--- src/rtl/enc_pkg.sv ---
// Shared types and constants for the serial 8-to-3 encoder.
// Also holds a popcount helper used for the pending-code count.
package enc_pkg;

  localparam int DATA_W = 8;
  localparam int CODE_W = 3;
  localparam int CNT_W  = 4;

  localparam bit PRI_LSB = 1'b0;
  localparam bit PRI_MSB = 1'b1;

  typedef enum logic {
    ST_IDLE,
    ST_BUSY
  } state_e;

  function automatic logic [CNT_W-1:0] popcount(input logic [DATA_W-1:0] v);
    logic [CNT_W-1:0] cnt;
    cnt = '0;
    for (int i = 0; i < DATA_W; i++) begin
      cnt = cnt + CNT_W'(v[i]);
    end
    return cnt;
  endfunction

endpackage

--- src/rtl/serial_encoder_8x3_if.sv ---
// Bitmap-in / code-out handshake bundle for serial_encoder_8x3.
// The master side feeds bitmaps and accepts codes; the slave side is the encoder.
interface serial_encoder_8x3_if;

  logic [enc_pkg::DATA_W-1:0] data_in;
  logic                       data_valid;
  logic                       data_ready;
  logic [enc_pkg::CODE_W-1:0] code;
  logic                       code_valid;
  logic                       code_ready;
  logic                       code_last;
  logic [enc_pkg::CNT_W-1:0]  pend_cnt;
  logic                       zero_err;

  modport master (
    output data_in, data_valid, code_ready,
    input  data_ready, code, code_valid, code_last, pend_cnt, zero_err
  );

  modport slave (
    input  data_in, data_valid, code_ready,
    output data_ready, code, code_valid, code_last, pend_cnt, zero_err
  );

endinterface

--- src/rtl/prio_enc8.sv ---
// Combinational 8-bit priority encoder: index of the lowest set bit,
// or the highest when msb_first is set; any flags a non-empty vector.
module prio_enc8
  import enc_pkg::*;
(
  input  logic [DATA_W-1:0] vec,
  input  logic              msb_first,
  output logic [CODE_W-1:0] idx,
  output logic              any
);

  // Later loop iterations overwrite earlier ones, so the scan direction
  // is chosen so that the winning bit is visited last.
  always_comb begin
    // NOTE: every always_comb output gets a default first so no path can infer a latch.
    idx = '0;
    any = |vec;
    if (msb_first) begin
      for (int i = 0; i < DATA_W; i++) begin
        if (vec[i]) idx = CODE_W'(i);
      end
    end else begin
      for (int i = DATA_W - 1; i >= 0; i--) begin
        if (vec[i]) idx = CODE_W'(i);
      end
    end
  end

endmodule

--- src/rtl/serial_encoder_8x3.sv ---
// Sequential 8-to-3 encoder: accepts a request bitmap and streams out the
// index of every set bit, one per code handshake, in fixed priority order.
module serial_encoder_8x3
  import enc_pkg::*;
#(
  parameter bit PRIORITY = PRI_LSB
) (
  input  logic                 clk,
  input  logic                 rst,
  serial_encoder_8x3_if.slave  bus
);

  state_e              state_q, state_d;
  logic [DATA_W-1:0]   pending_q, pending_d;
  logic                zero_err_q, zero_err_d;

  logic [CODE_W-1:0]   enc_idx;
  logic                enc_any;
  logic [CODE_W-1:0]   code_int;
  logic [DATA_W-1:0]   clr_mask;
  logic [CNT_W-1:0]    cnt_int;
  logic                busy;
  logic                ready_int;

  prio_enc8 u_prio (
    .vec       (pending_q),
    .msb_first (PRIORITY == PRI_MSB),
    .idx       (enc_idx),
    .any       (enc_any)
  );

  // All code-side outputs come from registered state only.
  assign busy      = (state_q == ST_BUSY);
  assign code_int  = (busy && enc_any) ? enc_idx : '0;
  assign cnt_int   = popcount(pending_q);
  assign clr_mask  = {{(DATA_W-1){1'b0}}, 1'b1} << code_int;
  assign ready_int = (state_q == ST_IDLE) && !rst;

  assign bus.data_ready = ready_int;
  assign bus.code       = code_int;
  assign bus.code_valid = busy;
  assign bus.code_last  = busy && (cnt_int == CNT_W'(1));
  assign bus.pend_cnt   = cnt_int;
  assign bus.zero_err   = zero_err_q;

  always_comb begin
    state_d    = state_q;
    pending_d  = pending_q;
    zero_err_d = 1'b0;
    unique case (state_q)
      ST_IDLE: begin
        if (bus.data_valid && ready_int) begin
          if (bus.data_in != '0) begin
            pending_d = bus.data_in;
            state_d   = ST_BUSY;
          end else begin
            zero_err_d = 1'b1;
          end
        end
      end
      ST_BUSY: begin
        if (bus.code_ready) begin
          pending_d = pending_q & ~clr_mask;
          if (cnt_int == CNT_W'(1)) state_d = ST_IDLE;
        end
      end
      default: state_d = ST_IDLE;
    endcase
  end

  // NOTE: reset is synchronous, so it sits inside the clocked branch rather than the sensitivity list.
  always_ff @(posedge clk) begin
    if (rst) begin
      state_q    <= ST_IDLE;
      pending_q  <= '0;
      zero_err_q <= 1'b0;
    end else begin
      state_q    <= state_d;
      pending_q  <= pending_d;
      zero_err_q <= zero_err_d;
    end
  end

endmodule

--- src/flat_wrapper.sv ---
// flat-port wrapper written by rule: the top's interface ports become plain ports
module serial_encoder_8x3_flat import enc_pkg::*;
#(
  parameter bit PRIORITY = PRI_LSB
)
  (clk, rst, bus_data_in, bus_data_valid, bus_code_ready, bus_data_ready, bus_code, bus_code_valid, bus_code_last, bus_pend_cnt, bus_zero_err);
  serial_encoder_8x3_if bus_i ();
  input  logic clk;
  input  logic rst;
  input wire logic [$bits(bus_i.data_in)-1:0] bus_data_in;
  input wire logic [$bits(bus_i.data_valid)-1:0] bus_data_valid;
  input wire logic [$bits(bus_i.code_ready)-1:0] bus_code_ready;
  output wire logic [$bits(bus_i.data_ready)-1:0] bus_data_ready;
  output wire logic [$bits(bus_i.code)-1:0] bus_code;
  output wire logic [$bits(bus_i.code_valid)-1:0] bus_code_valid;
  output wire logic [$bits(bus_i.code_last)-1:0] bus_code_last;
  output wire logic [$bits(bus_i.pend_cnt)-1:0] bus_pend_cnt;
  output wire logic [$bits(bus_i.zero_err)-1:0] bus_zero_err;
  assign bus_i.data_in = bus_data_in;
  assign bus_i.data_valid = bus_data_valid;
  assign bus_i.code_ready = bus_code_ready;
  assign bus_data_ready = bus_i.data_ready;
  assign bus_code = bus_i.code;
  assign bus_code_valid = bus_i.code_valid;
  assign bus_code_last = bus_i.code_last;
  assign bus_pend_cnt = bus_i.pend_cnt;
  assign bus_zero_err = bus_i.zero_err;
  serial_encoder_8x3 #(.PRIORITY(PRIORITY)) u_core (.clk(clk), .rst(rst), .bus(bus_i));
endmodule
--- config.mk ---
export PLATFORM = sky130hd
export DESIGN_NAME = serial_encoder_8x3_flat
export DESIGN_NICKNAME = d
export VERILOG_FILES = /design/src/rtl/enc_pkg.sv /design/src/rtl/serial_encoder_8x3_if.sv /design/src/rtl/prio_enc8.sv /design/src/rtl/serial_encoder_8x3.sv /design/src/flat_wrapper.sv
export SDC_FILE = /design/constraint.sdc
export NUM_CORES = 1
export LEC_CHECK = 0
export CORE_UTILIZATION = 50
export DETAILED_ROUTE_END_ITERATION = 10
export PLACE_DENSITY = 0.84
export SLEW_MARGIN = 20
export SYNTH_ARGS = -nofsm -noshare
export SYNTH_HDL_FRONTEND = slang
export SYNTH_SLANG_ARGS = --single-unit
--- constraint.sdc ---
create_clock -name clk -period 6.45 [get_ports clk]
set_input_delay 0.9675 -clock clk [delete_from_list [all_inputs] [get_ports clk]]
set_output_delay 0.9675 -clock clk [all_outputs]
set_load 0.005 [all_outputs]
==> impl_metrics.env <==
export IMPL_ant_nets=0
export IMPL_top_usage_layer="met2"
export IMPL_synthesis_instances=96
export IMPL_site_row_count=14
export IMPL_synth_seq_cells=10
export IMPL_die_area_um2=1760
export IMPL_netlist_area_pre_place_um2=800
export IMPL_clock_latency_ns=0.26
export IMPL_start_util=0.531
export IMPL_place_detailed_hpwl_mm=1.60
export IMPL_cpPeakStageDelay_ns=0.51
export IMPL_kind_of_end_point_of_the_critical_path="output port"
export IMPL_most_common_layout_cells="22 x sky130_fd_sc_hd__clkdlybuf4s50_1, 15 x sky130_fd_sc_hd__inv_1, 11 x sky130_fd_sc_hd__nand2_1"
export IMPL_chipWidth_um=42.0
export IMPL_grt_pass1_wl_mm=3.49
export IMPL_netlist_cell_type_count=31
export IMPL_maximum_number_of_pins_on_one_net_before_global_route_repair=16
export IMPL_drive_above_1_share=0.0840
export IMPL_critical_path_slowest_cell="sky130_fd_sc_hd__fa_1"
export IMPL_fmaxAchievable_mhz=202
export IMPL_firstDrtPassIters=5
export IMPL_static_leakage_power_nw=0.433
export IMPL_globalRouteMet1Util=0.345
export IMPL_vias_per_cell=6.05
export IMPL_run_status="complete, no violations"
export IMPL_holdBufCountCts=0
export IMPL_most_common_cell_after_layout_fill_and_taps_aside="sky130_fd_sc_hd__clkdlybuf4s50_1"
export IMPL_cts_root_to_sink_buffers=2
export IMPL_ys_warnings_count=0
export IMPL_antenna_cells_inserted=0
export IMPL_areaGrowthSynthToFinish_pct=31.0
export IMPL_clock_sinks=10
export IMPL_timing_max_cap_violations=0
export IMPL_main_synth_ff_type="sky130_fd_sc_hd__dfxtp_1"
export IMPL_coreArea_um2=1510
export IMPL_io_pins=23
export IMPL_chipHeight_um=42.0
export IMPL_syn_nets=116
export IMPL_gp_congestion=0.861
export IMPL_final_min_clock_period_ns=4.94
export IMPL_timing_hold_ws_ns=0.604
export IMPL_io_buffers=22
export IMPL_async_s_r_ff_share_synth=0
export IMPL_global_route_usage_total=0.260
export IMPL_min_delay_start="u_core.pending_q[6]$_SDFFE_PP0P_"
export IMPL_tightestPinTransition_ns=0.524
export IMPL_use_met3=0.0690
export IMPL_finalMaxSlewViolations=0
export IMPL_fillerInstances=129
export IMPL_detail_route_wirelength_mm=2.05
export IMPL_drc=0
export IMPL_via_count=817
export IMPL_power_ir_vdd_worst_v=0.000168
export IMPL_cellPowerDensity_nw_per_um2=209
export IMPL_post_cts_resized=0
export IMPL_postLayoutCellArea_um2=1050
export IMPL_tritoncts_num_buffers=3
export IMPL_finish_net_count=141
export IMPL_grtUsageMet2=0.438
export IMPL_synth_seq_area_share=0.250
export IMPL_initialDrtViolationCount=42
export IMPL_finalSetupViolations=0
export IMPL_worst_setup_path_type="reg2out"
export IMPL_cts_root_buf="sky130_fd_sc_hd__clkbuf_4"
export IMPL_seqCellArea_um2=200
export IMPL_placement_cell_area_um2=1020
export IMPL_cp_max_fo=8
export IMPL_grt_antenna_before_repair=0
export IMPL_number_of_global_route_vias_before_repair=770
export IMPL_worst_setup_hold_path_clk_slew_ns=0.06
export IMPL_multi_input_comb_area_um2=528
export IMPL_rsz0062_at_grt="false"
export IMPL_max_slew_margin=0.647
export IMPL_final_hold_violation_count=0
export IMPL_accumulated_negative_setup_slack_ns=0
export IMPL_global_route_total_overflow=0
export IMPL_routed_wire_per_std_cell_um=15.1
export IMPL_fin_skew_ns=0.00686
export IMPL_cts_htree_levels=1
export IMPL_cp_cell_sequence="inv_1 -> ha_1 -> inv_1 -> fa_1 -> fa_1 -> inv_1 -> fa_1 -> inv_1 -> fa_1 -> nand2_1 -> a211oi_1 -> and2_1 -> clkdlybuf4s50_1"
export IMPL_timing_critical_path_arrival_ns=3.98
export IMPL_synth_edff_count=0
export IMPL_timing_rr_start="u_core.pending_q[1]$_SDFFE_PP0P_"
export IMPL_worstSetupStartpoint="u_core.pending_q[1]$_SDFFE_PP0P_"
export IMPL_clock_tree_from_tritoncts="yes"
export IMPL_final_min_period_over_clock_period=0.766
export IMPL_post_layout_total_power_w=0.000219
export IMPL_min_delay_path_class="reg2reg"
export IMPL_cp_required_ns=5.48
export IMPL_timing_critical_path_from_type="flop"
export IMPL_post_cts_repair_setup_buffers=0
export IMPL_syn_avg_cell_area_um2=8.33
-- power by group --
group	internal, W	switching (W)
Combinational	0.0000527	0.0000470
Sequential	0.0000666	0.0000111
Clock	0.0000215	0.0000204
Total	0.000141	0.0000785
-- metal layers --
metal	share of wire	up-vias
met2	0.49	32
li1	-	384
met4	0.0088	0
met3	0.058	4
met1	0.44	397
met5	0	-
-- cell usage after synthesis, types with 2 or more instances --
cell type	number	area share
sky130_fd_sc_hd__inv_1	15	0.070
sky130_fd_sc_hd__nand2_1	11	0.052
sky130_fd_sc_hd__dfxtp_1	10	0.25
sky130_fd_sc_hd__nor2_1	10	0.047
sky130_fd_sc_hd__a21oi_1	5	0.031
sky130_fd_sc_hd__fa_1	4	0.10
sky130_fd_sc_hd__ha_1	4	0.063
sky130_fd_sc_hd__a32o_1	3	0.038
sky130_fd_sc_hd__and2_1	3	0.023
sky130_fd_sc_hd__nor4_1	3	0.023
sky130_fd_sc_hd__o21ai_0	3	0.019
sky130_fd_sc_hd__o31ai_1	3	0.028
sky130_fd_sc_hd__a22oi_1	2	0.019
sky130_fd_sc_hd__nor3_1	2	0.013
sky130_fd_sc_hd__o2111ai_1	2	0.022
-- stage by stage --
stage / util / worst slack [ns] / instances
after floorplan: - / 2.60 / 96
after global placement: 0.680 / 1.95 / 132
after detailed placement: 0.680 / 1.80 / 132
after CTS: 0.695 / 1.50 / 135
after global routing: 0.695 / 1.27 / 135
final: 0.695 / 1.51 / 135
-- sequential cells by signal (all words and copies together) (netlist names) --
name	count
u_core.bus.zero_err	1
u_core.pending_q	8
u_core.bus.code_valid	1
-- path summary, 6_finish.rpt --
kind / endpoint / slack, ns / cells after the start
min: u_core.pending_q[6]$_SDFFE_PP0P_ / 0.60 / 2
max: bus_code_last / 1.51 / 13
max reg2reg: u_core.bus.code_valid$_SDFF_PP0_ / 2.98 / 14
min reg2reg: u_core.pending_q[6]$_SDFFE_PP0P_ / 0.60 / 2
-- logic make-up (layout without fill, tap and decap cells) --
family / count (synthesis) / in the layout / synth area share
buf+inv: 17 / 40 / 0.0892
fa+ha+maj: 8 / 8 / 0.163
xor+xnor: 1 / 1 / 0.0110
flops: 10 / 10 / 0.250
simple gates: 36 / 36 / 0.254
compound gates: 24 / 24 / 0.233
-- critical path, delay by kind of cell (launching register included) --
family	cells	cell delay (ns)
simple gates	2	0.24
flops	1	0.47
compound gates	1	0.31
fa+ha+maj	5	1.91
buf+inv	5	0.77
-- layout make-up --
type | count | share of cell area
Multi-Input combinational cell | 69 | 0.504
Timing Repair Buffer | 22 | 0.210
Sequential cell | 10 | 0.191
Inverter | 15 | 0.0538
Clock buffer | 3 | 0.0215
Tap cell | 16 | 0.0191
No activity file was read; power rests on OpenSTA's default activity.
